==> src/rtl/attn_score_sched_if.sv <==
`default_nettype none
// ============================================================================
//  Module   : attn_score_sched_if
//  Purpose  : Job control plus q/k/engine/result/score streams of the
//             attention score scheduler.
//  Revision : 1.0  initial release
// ============================================================================
interface attn_score_sched_if #(
   parameter int NK_W = 4
);
   logic            start;
   logic [NK_W-1:0] nkeys;
   logic            q_vld;
   logic            q_rdy;
   logic [7:0]      q_data;
   logic            k_vld;
   logic            k_rdy;
   logic [7:0]      k_data;
   logic            eng_vld;
   logic            eng_rdy;
   logic [7:0]      eng_data;
   logic            res_vld;
   logic            res_rdy;
   logic [8:0]      res_data;
   logic            score_vld;
   logic            score_rdy;
   logic [8:0]      score_data;
   logic            score_last;
   logic [12:0]     sum_data;
   logic            busy;
   logic            done;

   modport slave (
      input  start, nkeys, q_vld, q_data, k_vld, k_data, eng_rdy,
             res_vld, res_data, score_rdy,
      output q_rdy, k_rdy, eng_vld, eng_data, res_rdy, score_vld,
             score_data, score_last, sum_data, busy, done
   );

   modport master (
      output start, nkeys, q_vld, q_data, k_vld, k_data, eng_rdy,
             res_vld, res_data, score_rdy,
      input  q_rdy, k_rdy, eng_vld, eng_data, res_rdy, score_vld,
             score_data, score_last, sum_data, busy, done
   );
endinterface
`default_nettype wire

==> src/rtl/attn_score_sched.sv <==
`default_nettype none
// ============================================================================
//  Module   : attn_score_sched
//  Purpose  : Credit-limited scheduler interleaving a buffered query with key
//             streams into a MAC/exp engine; forwards engine scores.
//             Macro ATTN_SCHED_SUM_EN builds the score-sum accumulator.
//  Revision : 1.0  initial release
// ============================================================================
module attn_score_sched #(
   parameter int CREDITS = 2,
   parameter int NK_W    = 4
) (
   input  wire logic          clk,
   input  wire logic          rst,
   attn_score_sched_if.slave  bus
);

   localparam logic [2:0]      c_IDLE    = 3'd0;
   localparam logic [2:0]      c_LOADQ   = 3'd1;
   localparam logic [2:0]      c_ISSUE   = 3'd2;
   localparam logic [2:0]      c_DRAIN   = 3'd3;
   localparam logic [2:0]      c_DONE    = 3'd4;
   localparam logic [1:0]      c_CREDITS = 2'(CREDITS);
   localparam logic [NK_W-1:0] c_ONE     = NK_W'(1);

   logic [2:0]      r_state;
   logic [2:0]      w_next;
   logic [NK_W-1:0] r_nkeys;
   logic [NK_W-1:0] r_key;
   logic [NK_W-1:0] r_res;
   logic [2:0]      r_beat;
   logic [1:0]      r_credit;
   logic [7:0]      r_qbuf [4];

   logic w_q_xfer;
   logic w_eng_xfer;
   logic w_q0_xfer;
   logic w_res_xfer;
   logic w_outstanding;
   logic w_last_key;
   logic w_last_res;
   logic w_start;

   assign w_start       = (r_state == c_IDLE) && bus.start;
   assign w_q_xfer      = bus.q_vld && bus.q_rdy;
   assign w_eng_xfer    = bus.eng_vld && bus.eng_rdy;
   assign w_q0_xfer     = w_eng_xfer && (r_beat == 3'd0);
   assign w_outstanding = r_credit < c_CREDITS;
   assign w_res_xfer    = bus.res_vld && bus.res_rdy;
   assign w_last_key    = r_key == (r_nkeys - c_ONE);
   assign w_last_res    = r_res == (r_nkeys - c_ONE);

   always_ff @(posedge clk) begin
      if (rst) begin
         r_state <= c_IDLE;
      end else begin
         r_state <= w_next;
      end
   end

   always_comb begin
      w_next = r_state;
      case (r_state)
         c_IDLE:  if (bus.start) w_next = (bus.nkeys == '0) ? c_DONE : c_LOADQ;
         c_LOADQ: if (w_q_xfer && (r_beat == 3'd3)) w_next = c_ISSUE;
         c_ISSUE: if (w_eng_xfer && (r_beat == 3'd7) && w_last_key) w_next = c_DRAIN;
         c_DRAIN: if (w_res_xfer && w_last_res) w_next = c_DONE;
         c_DONE:  w_next = c_IDLE;
         default: w_next = c_IDLE;
      endcase
   end

   // Odd beats are key bytes passed straight through; even beats replay qbuf.
   always_comb begin
      bus.q_rdy    = 1'b0;
      bus.k_rdy    = 1'b0;
      bus.eng_vld  = 1'b0;
      bus.eng_data = 8'h00;
      case (r_state)
         c_LOADQ: bus.q_rdy = 1'b1;
         c_ISSUE: begin
            if (r_beat[0]) begin
               bus.eng_vld  = bus.k_vld;
               bus.eng_data = bus.k_data;
               bus.k_rdy    = bus.eng_rdy;
            end else begin
               bus.eng_vld  = (r_beat != 3'd0) || (r_credit != 2'd0);
               bus.eng_data = r_qbuf[r_beat[2:1]];
            end
         end
         default: ;
      endcase
   end

   assign bus.busy       = r_state != c_IDLE;
   assign bus.done       = r_state == c_DONE;
   assign bus.score_data = bus.res_data;
   assign bus.score_vld  = bus.res_vld && w_outstanding;
   assign bus.res_rdy    = bus.score_rdy && w_outstanding;
   assign bus.score_last = w_last_res;

   always_ff @(posedge clk) begin
      if (rst) begin
         r_nkeys  <= '0;
         r_key    <= '0;
         r_res    <= '0;
         r_beat   <= 3'd0;
         r_credit <= c_CREDITS;
         for (int i = 0; i < 4; i++) r_qbuf[i] <= 8'h00;
      end else begin
         if (w_start) begin
            r_nkeys <= bus.nkeys;
            r_key   <= '0;
            r_res   <= '0;
            r_beat  <= 3'd0;
         end
         if (w_q_xfer) begin
            r_qbuf[r_beat[1:0]] <= bus.q_data;
            r_beat              <= (r_beat == 3'd3) ? 3'd0 : r_beat + 3'd1;
         end
         if (w_eng_xfer) begin
            r_beat <= r_beat + 3'd1;
            if (r_beat == 3'd7) r_key <= r_key + c_ONE;
         end
         if (w_res_xfer) r_res <= r_res + c_ONE;
         // A credit taken and returned in the same cycle cancels out.
         case ({w_q0_xfer, w_res_xfer})
            2'b10:   r_credit <= r_credit - 2'd1;
            2'b01:   r_credit <= r_credit + 2'd1;
            default: ;
         endcase
      end
   end

`ifdef ATTN_SCHED_SUM_EN
   logic [12:0] r_sum;

   always_ff @(posedge clk) begin
      if (rst) begin
         r_sum <= 13'd0;
      end else if (w_start) begin
         r_sum <= 13'd0;
      end else if (w_res_xfer) begin
         r_sum <= r_sum + {4'd0, bus.res_data};
      end
   end

   assign bus.sum_data = r_sum;
`else
   assign bus.sum_data = 13'd0;
`endif

endmodule
`default_nettype wire

==> src/flat_wrapper.sv <==
// flat-port wrapper written by rule: the top's interface ports become plain ports
module attn_score_sched_flat 
#(
   parameter int CREDITS = 2,
   parameter int NK_W    = 4
)
  (clk, rst, bus_start, bus_nkeys, bus_q_vld, bus_q_data, bus_k_vld, bus_k_data, bus_eng_rdy, bus_res_vld, bus_res_data, bus_score_rdy, bus_q_rdy, bus_k_rdy, bus_eng_vld, bus_eng_data, bus_res_rdy, bus_score_vld, bus_score_data, bus_score_last, bus_sum_data, bus_busy, bus_done);
  attn_score_sched_if #(.NK_W(NK_W)) bus_i ();
  input  wire logic clk;
  input  wire logic rst;
  input wire logic [$bits(bus_i.start)-1:0] bus_start;
  input wire logic [$bits(bus_i.nkeys)-1:0] bus_nkeys;
  input wire logic [$bits(bus_i.q_vld)-1:0] bus_q_vld;
  input wire logic [$bits(bus_i.q_data)-1:0] bus_q_data;
  input wire logic [$bits(bus_i.k_vld)-1:0] bus_k_vld;
  input wire logic [$bits(bus_i.k_data)-1:0] bus_k_data;
  input wire logic [$bits(bus_i.eng_rdy)-1:0] bus_eng_rdy;
  input wire logic [$bits(bus_i.res_vld)-1:0] bus_res_vld;
  input wire logic [$bits(bus_i.res_data)-1:0] bus_res_data;
  input wire logic [$bits(bus_i.score_rdy)-1:0] bus_score_rdy;
  output wire logic [$bits(bus_i.q_rdy)-1:0] bus_q_rdy;
  output wire logic [$bits(bus_i.k_rdy)-1:0] bus_k_rdy;
  output wire logic [$bits(bus_i.eng_vld)-1:0] bus_eng_vld;
  output wire logic [$bits(bus_i.eng_data)-1:0] bus_eng_data;
  output wire logic [$bits(bus_i.res_rdy)-1:0] bus_res_rdy;
  output wire logic [$bits(bus_i.score_vld)-1:0] bus_score_vld;
  output wire logic [$bits(bus_i.score_data)-1:0] bus_score_data;
  output wire logic [$bits(bus_i.score_last)-1:0] bus_score_last;
  output wire logic [$bits(bus_i.sum_data)-1:0] bus_sum_data;
  output wire logic [$bits(bus_i.busy)-1:0] bus_busy;
  output wire logic [$bits(bus_i.done)-1:0] bus_done;
  assign bus_i.start = bus_start;
  assign bus_i.nkeys = bus_nkeys;
  assign bus_i.q_vld = bus_q_vld;
  assign bus_i.q_data = bus_q_data;
  assign bus_i.k_vld = bus_k_vld;
  assign bus_i.k_data = bus_k_data;
  assign bus_i.eng_rdy = bus_eng_rdy;
  assign bus_i.res_vld = bus_res_vld;
  assign bus_i.res_data = bus_res_data;
  assign bus_i.score_rdy = bus_score_rdy;
  assign bus_q_rdy = bus_i.q_rdy;
  assign bus_k_rdy = bus_i.k_rdy;
  assign bus_eng_vld = bus_i.eng_vld;
  assign bus_eng_data = bus_i.eng_data;
  assign bus_res_rdy = bus_i.res_rdy;
  assign bus_score_vld = bus_i.score_vld;
  assign bus_score_data = bus_i.score_data;
  assign bus_score_last = bus_i.score_last;
  assign bus_sum_data = bus_i.sum_data;
  assign bus_busy = bus_i.busy;
  assign bus_done = bus_i.done;
  attn_score_sched #(.CREDITS(CREDITS), .NK_W(NK_W)) u_core (.clk(clk), .rst(rst), .bus(bus_i));
endmodule
==> config.mk <==
export PLATFORM = sky130hd
export DESIGN_NAME = attn_score_sched_flat
export DESIGN_NICKNAME = d
export VERILOG_FILES = /design/src/rtl/attn_score_sched_if.sv /design/src/rtl/attn_score_sched.sv /design/src/flat_wrapper.sv
export SDC_FILE = /design/constraint.sdc
export NUM_CORES = 1
export LEC_CHECK = 0
export ABC_AREA = 1
export CORE_AREA = 2 2 87 89
export DETAILED_ROUTE_END_ITERATION = 7
export DIE_AREA = 0 0 89 91
export PLACE_DENSITY_LB_ADDON = 0.1
export REMOVE_ABC_BUFFERS = 1
export SYNTH_ARGS = -nofsm -noshare
export SYNTH_HDL_FRONTEND = slang
export SYNTH_SLANG_ARGS = --single-unit
==> constraint.sdc <==
create_clock -name clk -period 6 [get_ports clk]
set_input_delay 1.2 -clock clk [delete_from_list [all_inputs] [get_ports clk]]
set_output_delay 1.2 -clock clk [all_outputs]
set_load 0.02 [all_outputs]
==> out/results.tsv, run 1 <==
metric	value	unit
outcome	finished clean	
slew_viol_final	0	
skew	0.0144	ns
postRouteAntennaNets	0	
synthAdderAreaFrac	3.61	%
ys_seq_elements	54	
ir_worst_vdd	0.000129	V
rrSetupSlack	3.49	ns
hpwlAfterDp	4660	µm
stdcell_count	497	
path_cells	clkdlybuf4s50_1 > nor2_1 > nor2_2 > and2_2 > clkdlybuf4s50_1	
track_usage	17.4	%
wirelength	6640	µm
synth_compound_area_share	10.8	%
yosysTopAreaCell	edfxtp_1	
worstSetupEndpoint	bus_eng_vld	
clk_pin_slew	0.10	ns
cp_slowest_cell	clkdlybuf4s50_1	
max_stage_delay	0.60	ns
vias	2416	
drt_iter0_markers	104	
core	7140	µm²
rsz0062_at_grt	no	
startpoint_type	input pin	
crit_fanout	2	
wl_per_cell	13.4	µm
synth-simple-area-share	23.9	%
clk_latency	0.32	ns
worst_path_most_repeated_cell	clkdlybuf4s50_1	
hold_path_class	flop to flop	
synth_mux_area_share	2.57	%
fill_cells	713	
numCtsBuffers	5	
pwr_density_cell	301	nW/µm²
dr.pass1.iters	4	
cts_max_path_buffers	2	
diodes	0	
fin_area	3620	µm²
hold_violations	0	
via_per_inst	4.86	
rr_endpoint	u_core.r_credit[1]$_SDFFE_PP1P_	
synth_top_family_by_area	simple AND/OR/NAND/NOR gates	
critPathBufInv	2	
netlist_instances	365	
dpl_cell_area	3520	µm²
dp_slack	2.15	ns
dp_cells	489	
end_kind	output pin	
synth_top_area_share	30.8	%
post-route-period-util	64.1	%
syn_to_final_growth	16.0	%
cap_violations	0	
post_cts_resized	0	
ys_warn_count	0	
grt_max_degree	23	
r2r-start	u_core.r_beat[0]$_SDFFE_PP0N_	
fmax	260	MHz
die_area	8100	µm²
synth_area_leaders	edfxtp_1, dfxtp_1, nor2_1	
die_w	89	µm
final_net_count	443	
cpLargestDelayFamily	buffers and inverters	
layout-drive-gt1-share	8.29	%
grt_pass1_wl	10900	µm
seq_area_frac_synth	44.9	%
timing.final.ws_setup	2.15	ns
p_leak	1.53	nW
async_reset_ff_share	0	%
setup_viol	0	
io_buffers	43	
ios	75	
gp_congestion	0.724	
synth_commonest_cells	nor2_1, inv_1, nand2_1	
fin_crit	3.85	ns
die_h	91	µm
synthMostInstantiatedCell	nor2_1	
antenna_found_initial	0	
start_util	43.7	%
ff2ff_path_depth	14	
critPathArrivalTime	2.65	ns
power.total	1.09	mW
globalRouteOverflowTotal	0	
ctsHoldBuffers	0	
critical_path_class	input pin to output pin	
cp.depth	5	
ys.flop_type	edfxtp_1	
htree_levels	2	
worstMarginPinSlew	0.804	ns
relSlewSlack	46.3	%
rows	31	
postCtsSetupBuffers	0	
tns	0	ns
ys_types	36	
avgSynthCellArea	8.54	µm²
drcViolationCount	0	
required	4.80	ns
cts_num_sinks	54	
synth_area	3120	µm²
synth_xor_area_share	1.12	%
cts_tree	built	
cts_root_buf	clkbuf_8	
grt_pass1_vias	2317	
synth_edf_count	32	
startpoint	bus_k_vld	
-- metrics by stage --
step	utilization (%)	hold WS, ns
CTS	50.7	0.504
detailed placement	49.3	0.487
finish	50.7	0.501
global placement	49.3	0.483
floorplan	-	0.449
global route	50.7	0.547
-- cells in the final DEF (no fill, tap or decap), types with 2 or more instances in the layout --
master / Yosys / routed
nor3_1: 11 / 11
nor2_2: 2 / 2
nor3_2: 2 / 2
o21ai_0: 28 / 28
nor2_8: 2 / 2
or2_2: 3 / 3
a21oi_1: 15 / 15
and2_1: 2 / 2
o221ai_1: 8 / 8
nand2_1: 35 / 35
conb_1: 1 / 13
dfxtp_1: 22 / 22
inv_1: 46 / 46
nand2_4: 4 / 4
nand2_2: 2 / 2
ha_1: 9 / 9
nand3_4: 2 / 2
nand3_1: 18 / 18
mux2i_1: 8 / 8
edfxtp_1: 32 / 32
clkdlybuf4s50_1: 0 / 43
a211oi_1: 3 / 3
nor2_1: 59 / 59
clkbuf_8: 0 / 6
xor2_1: 4 / 4
inv_2: 4 / 4
buf_4: 23 / 2
nand4_1: 4 / 4
-- worst min path at each step --
stage	startpoint	to	slack, ns	depth (start not counted)
2_1_floorplan	u_core.r_nkeys[1]$_SDFFE_PP0P_	u_core.r_nkeys[1]$_SDFFE_PP0P_	0.45	2
6_report	u_core.r_nkeys[1]$_SDFFE_PP0P_	u_core.r_nkeys[1]$_SDFFE_PP0P_	0.50	2
5_1_grt	u_core.r_nkeys[3]$_SDFFE_PP0P_	u_core.r_nkeys[3]$_SDFFE_PP0P_	0.55	2
4_1_cts	u_core.r_nkeys[1]$_SDFFE_PP0P_	u_core.r_nkeys[1]$_SDFFE_PP0P_	0.50	2
3_5_place_dp	u_core.r_nkeys[1]$_SDFFE_PP0P_	u_core.r_nkeys[1]$_SDFFE_PP0P_	0.49	2
3_3_place_gp	u_core.r_nkeys[1]$_SDFFE_PP0P_	u_core.r_nkeys[1]$_SDFFE_PP0P_	0.48	2
-- sequential cells by signal (all words and copies together), names as in the netlist, named ones only --
name             count
u_core.r_nkeys       4
u_core.r_key         4
u_core.r_state       3
u_core.r_credit      2
u_core.r_res         4
u_core.r_beat        3
u_core.r_qbuf       32
-- cells by family after synthesis --
logic type / after synthesis
AOI/OAI and AO/OA: 58
muxes: 8
xor gates and xnor gates: 4
buffers and inverters: 82
adders and majority gates: 9
other: 1
and+or+nand+nor: 149
DFF: 54
-- power breakdown --
group	internal [mW]	total (mW)	switching, mW
logic	0.151	0.401	0.250
registers	0.432	0.467	0.0350
clock network	0.0954	0.222	0.126
-- layout make-up --
| cell class | count | area [µm²] | area share (%) |
|---|---|---|---|
| sequential | 54 | 1400 | 38.8 |
| multi-input combinational | 241 | 1360 | 37.6 |
| timing repair buffer | 45 | 445 | 12.3 |
| inverter | 50 | 188 | 5.19 |
| tap | 99 | 124 | 3.43 |
| clock buffer | 6 | 82.6 | 2.28 |
| clock inverter | 2 | 16.3 | 0.450 |
-- metal layers --
| metal | up-vias | track usage (%) | part of all wire [%] | wire [µm] |
|---|---|---|---|---|
| li1 | 1238 | - | - | - |
| met1 | 1106 | 24.7 | 50 | 3350 |
| met2 | 67 | 26.8 | 44 | 2910 |
| met3 | 5 | 4.09 | 4.8 | 317 |
| met4 | 0 | 4.10 | 1.1 | 70 |
| met5 | - | 0 | 0 | 0 |
-- worst reg2reg max path: stages, from the launching register on --
cell and delay (ns):
dfxtp_1 0.40, inv_2 0.35, ha_1 0.22, inv_1 0.04, nor2_1 0.13, nand3_1 0.15, and2_2 0.25, nand3_1 0.08
ha_1 0.25, inv_1 0.06, o21ai_0 0.08, a21oi_1 0.13, inv_1 0.06, a21oi_1 0.11, o21ai_0 0.09
No activity file was read; power rests on OpenSTA's default activity.
==> run 2: changes to the inputs <==
==> constraint.sdc (replaced) <==
create_clock -name clk -period 3.6 [get_ports clk]
set_input_delay 0.72 -clock clk [delete_from_list [all_inputs] [get_ports clk]]
set_output_delay 0.72 -clock clk [all_outputs]
set_load 0.02 [all_outputs]
==> out/results.tsv, run 2 (synthesized netlist as in run 1, its figures left out) <==
metric	value	unit
outcome	finished clean	
fin_util	51.1	%
ir_worst_vdd	0.000259	V
largest_reg_flops	32	
critPathArrivalTime	2.35	ns
post-route-period-util	85.3	%
die_w	89	µm
fmax	326	MHz
cp.depth	7	
p_sw_share	36.2	%
drcViolationCount	0	
required	2.88	ns
slew_viol_final	0	
post_cts_resized	0	
path_cells	inv_2 > ha_1 > inv_1 > nor2_1 > nand3_1 > and2_2 > clkdlybuf4s50_1	
track_usage	16.5	%
fill_cells	709	
cap_violations	0	
rows	31	
clk_pin_slew	0.09	ns
fin_crit	3.07	ns
tns	0	ns
cts_max_path_buffers	2	
final_net_count	445	
io_buffers	43	
startpoint	u_core.r_beat[0]$_SDFFE_PP0N_	
ctsHoldBuffers	0	
layout_commonest_cell	nor2_1	
worstMarginPinSlew	0.780	ns
worstSetupEndpoint	bus_eng_vld	
via_per_inst	4.87	
grt_pass1_vias	2232	
pwr-share-seq	41.7	%
drt_iter0_markers	106	
ios	75	
combPwrFrac	36.5	%
numCtsBuffers	5	
gp_congestion	0.775	
antenna_found_initial	0	
final_cell_mix	nor2_1, inv_1, clkdlybuf4s50_1, nand2_1, edfxtp_1	
crit_fanout	22	
start_util	43.7	%
startpoint_type	flop	
r2r-start	u_core.r_beat[0]$_SDFFE_PP0N_	
cts_root_buf	clkbuf_8	
grt_pass1_wl	10400	µm
dp_cells	491	
core	7140	µm²
die_h	91	µm
rsz0062_at_grt	no	
grt_max_degree	23	
p_leak	1.55	nW
ff2ff_path_depth	14	
clk_latency	0.30	ns
critical_path_class	flop to output pin	
postRouteAntennaNets	0	
diodes	0	
cpLargestDelayFamily	buffers and inverters	
skew	0.00305	ns
hold_path_class	flop to flop	
layout-drive-gt1-share	8.50	%
regMostFlops	u_core.r_qbuf	
critPathBufInv	3	
rr_endpoint	u_core.r_credit[1]$_SDFFE_PP1P_	
power.switching	0.671	mW
hold_violations	0	
postCtsSetupBuffers	0	
pwr_density_cell	509	nW/µm²
die_area	8100	µm²
wl_per_cell	12.8	µm
cts_tree	built	
syn_to_final_growth	16.9	%
vias	2429	
cp_slowest_cell	clkdlybuf4s50_1	
htree_levels	2	
dr.pass1.iters	4	
clkPwrFrac	21.8	%
setup_viol	0	
stdcell_count	499	
hpwlAfterDp	4700	µm
wirelength	6410	µm
max_stage_delay	0.53	ns
cts_num_sinks	54	
relSlewSlack	47.5	%
end_kind	output pin	
rrSetupSlack	1.13	ns
globalRouteOverflowTotal	0	
p_int	1.18	mW
==> run 2: layout make-up <==
class                      count  area, µm²  area share (%)
inverter                      50        188            5.15
clock buffer                   6       72.6            1.99
multi-input combinational    241       1360            37.3
tap                           99        124            3.40
timing repair buffer          47        460            12.6
sequential                    54       1400            38.5
clock inverter                 2       38.8            1.06
==> run 2: worst min path at each step <==
stage / from / to / slack [ns] / cells past startpoint
floorplan: u_core.r_nkeys[1]$_SDFFE_PP0P_ / u_core.r_nkeys[1]$_SDFFE_PP0P_ / 0.45 / 2
global placement: u_core.r_nkeys[1]$_SDFFE_PP0P_ / u_core.r_nkeys[1]$_SDFFE_PP0P_ / 0.48 / 2
detailed placement: u_core.r_nkeys[1]$_SDFFE_PP0P_ / u_core.r_nkeys[1]$_SDFFE_PP0P_ / 0.49 / 2
CTS: u_core.r_nkeys[1]$_SDFFE_PP0P_ / u_core.r_nkeys[1]$_SDFFE_PP0P_ / 0.51 / 2
global route: u_core.r_nkeys[1]$_SDFFE_PP0P_ / u_core.r_nkeys[1]$_SDFFE_PP0P_ / 0.53 / 2
finish: u_core.r_nkeys[1]$_SDFFE_PP0P_ / u_core.r_nkeys[1]$_SDFFE_PP0P_ / 0.51 / 2
==> run 2: worst register-to-register path, delay by kind of cell (launching register included) <==
kind                     cells  cell delay, ns
AND/OR/NAND/NOR              4            0.61
flip-flops                   1            0.40
adder cells (fa/ha/maj)      2            0.48
buffers and inverters        4            0.52
AO/OA/AOI/OAI                4            0.37
==> run 2: routing by layer <==
layer,wire length (µm),track usage [%],vias up
met5,0,0,-
met2,2830,25.4,68
li1,-,-,1251
met4,42,3.36,0
met3,384,4.00,4
met1,3160,23.8,1106
==> run 2: power by group through the flow <==
stage	clock network, mW	registers (mW)	logic [mW]
4_1_cts	0.415	0.773	0.681
5_1_grt	0.437	0.782	0.768
2_1_floorplan	0	0.779	0.462
3_3_place_gp	0	0.785	0.675
6_report	0.405	0.772	0.677
3_5_place_dp	0	0.787	0.678
==> run 2: metrics by stage <==
| step | hold slack [ns] | power, mW | area [µm²] | worst slack [ns] |
|---|---|---|---|---|
| detailed placement | 0.493 | 1.46 | 3530 | 0.712 |
| CTS | 0.508 | 1.87 | 3640 | 0.519 |
| global placement | 0.484 | 1.46 | 3530 | 0.721 |
| global route | 0.527 | 1.99 | 3640 | 0.358 |
| floorplan | 0.449 | 1.24 | 2950 | 1.37 |
| finish | 0.505 | 1.85 | 3640 | 0.529 |
==> run 3: changes to the inputs <==
--- a/config.mk
+++ b/config.mk
@@ -11,6 +11,7 @@
 export DIE_AREA = 0 0 89 91
 export PLACE_DENSITY_LB_ADDON = 0.1
 export REMOVE_ABC_BUFFERS = 1
+export SETUP_SLACK_MARGIN = 0.15
 export SYNTH_ARGS = -nofsm -noshare
 export SYNTH_HDL_FRONTEND = slang
 export SYNTH_SLANG_ARGS = --single-unit
==> results of run 3 <==
Final layout, timing and power as in run 2 (identical DEF).
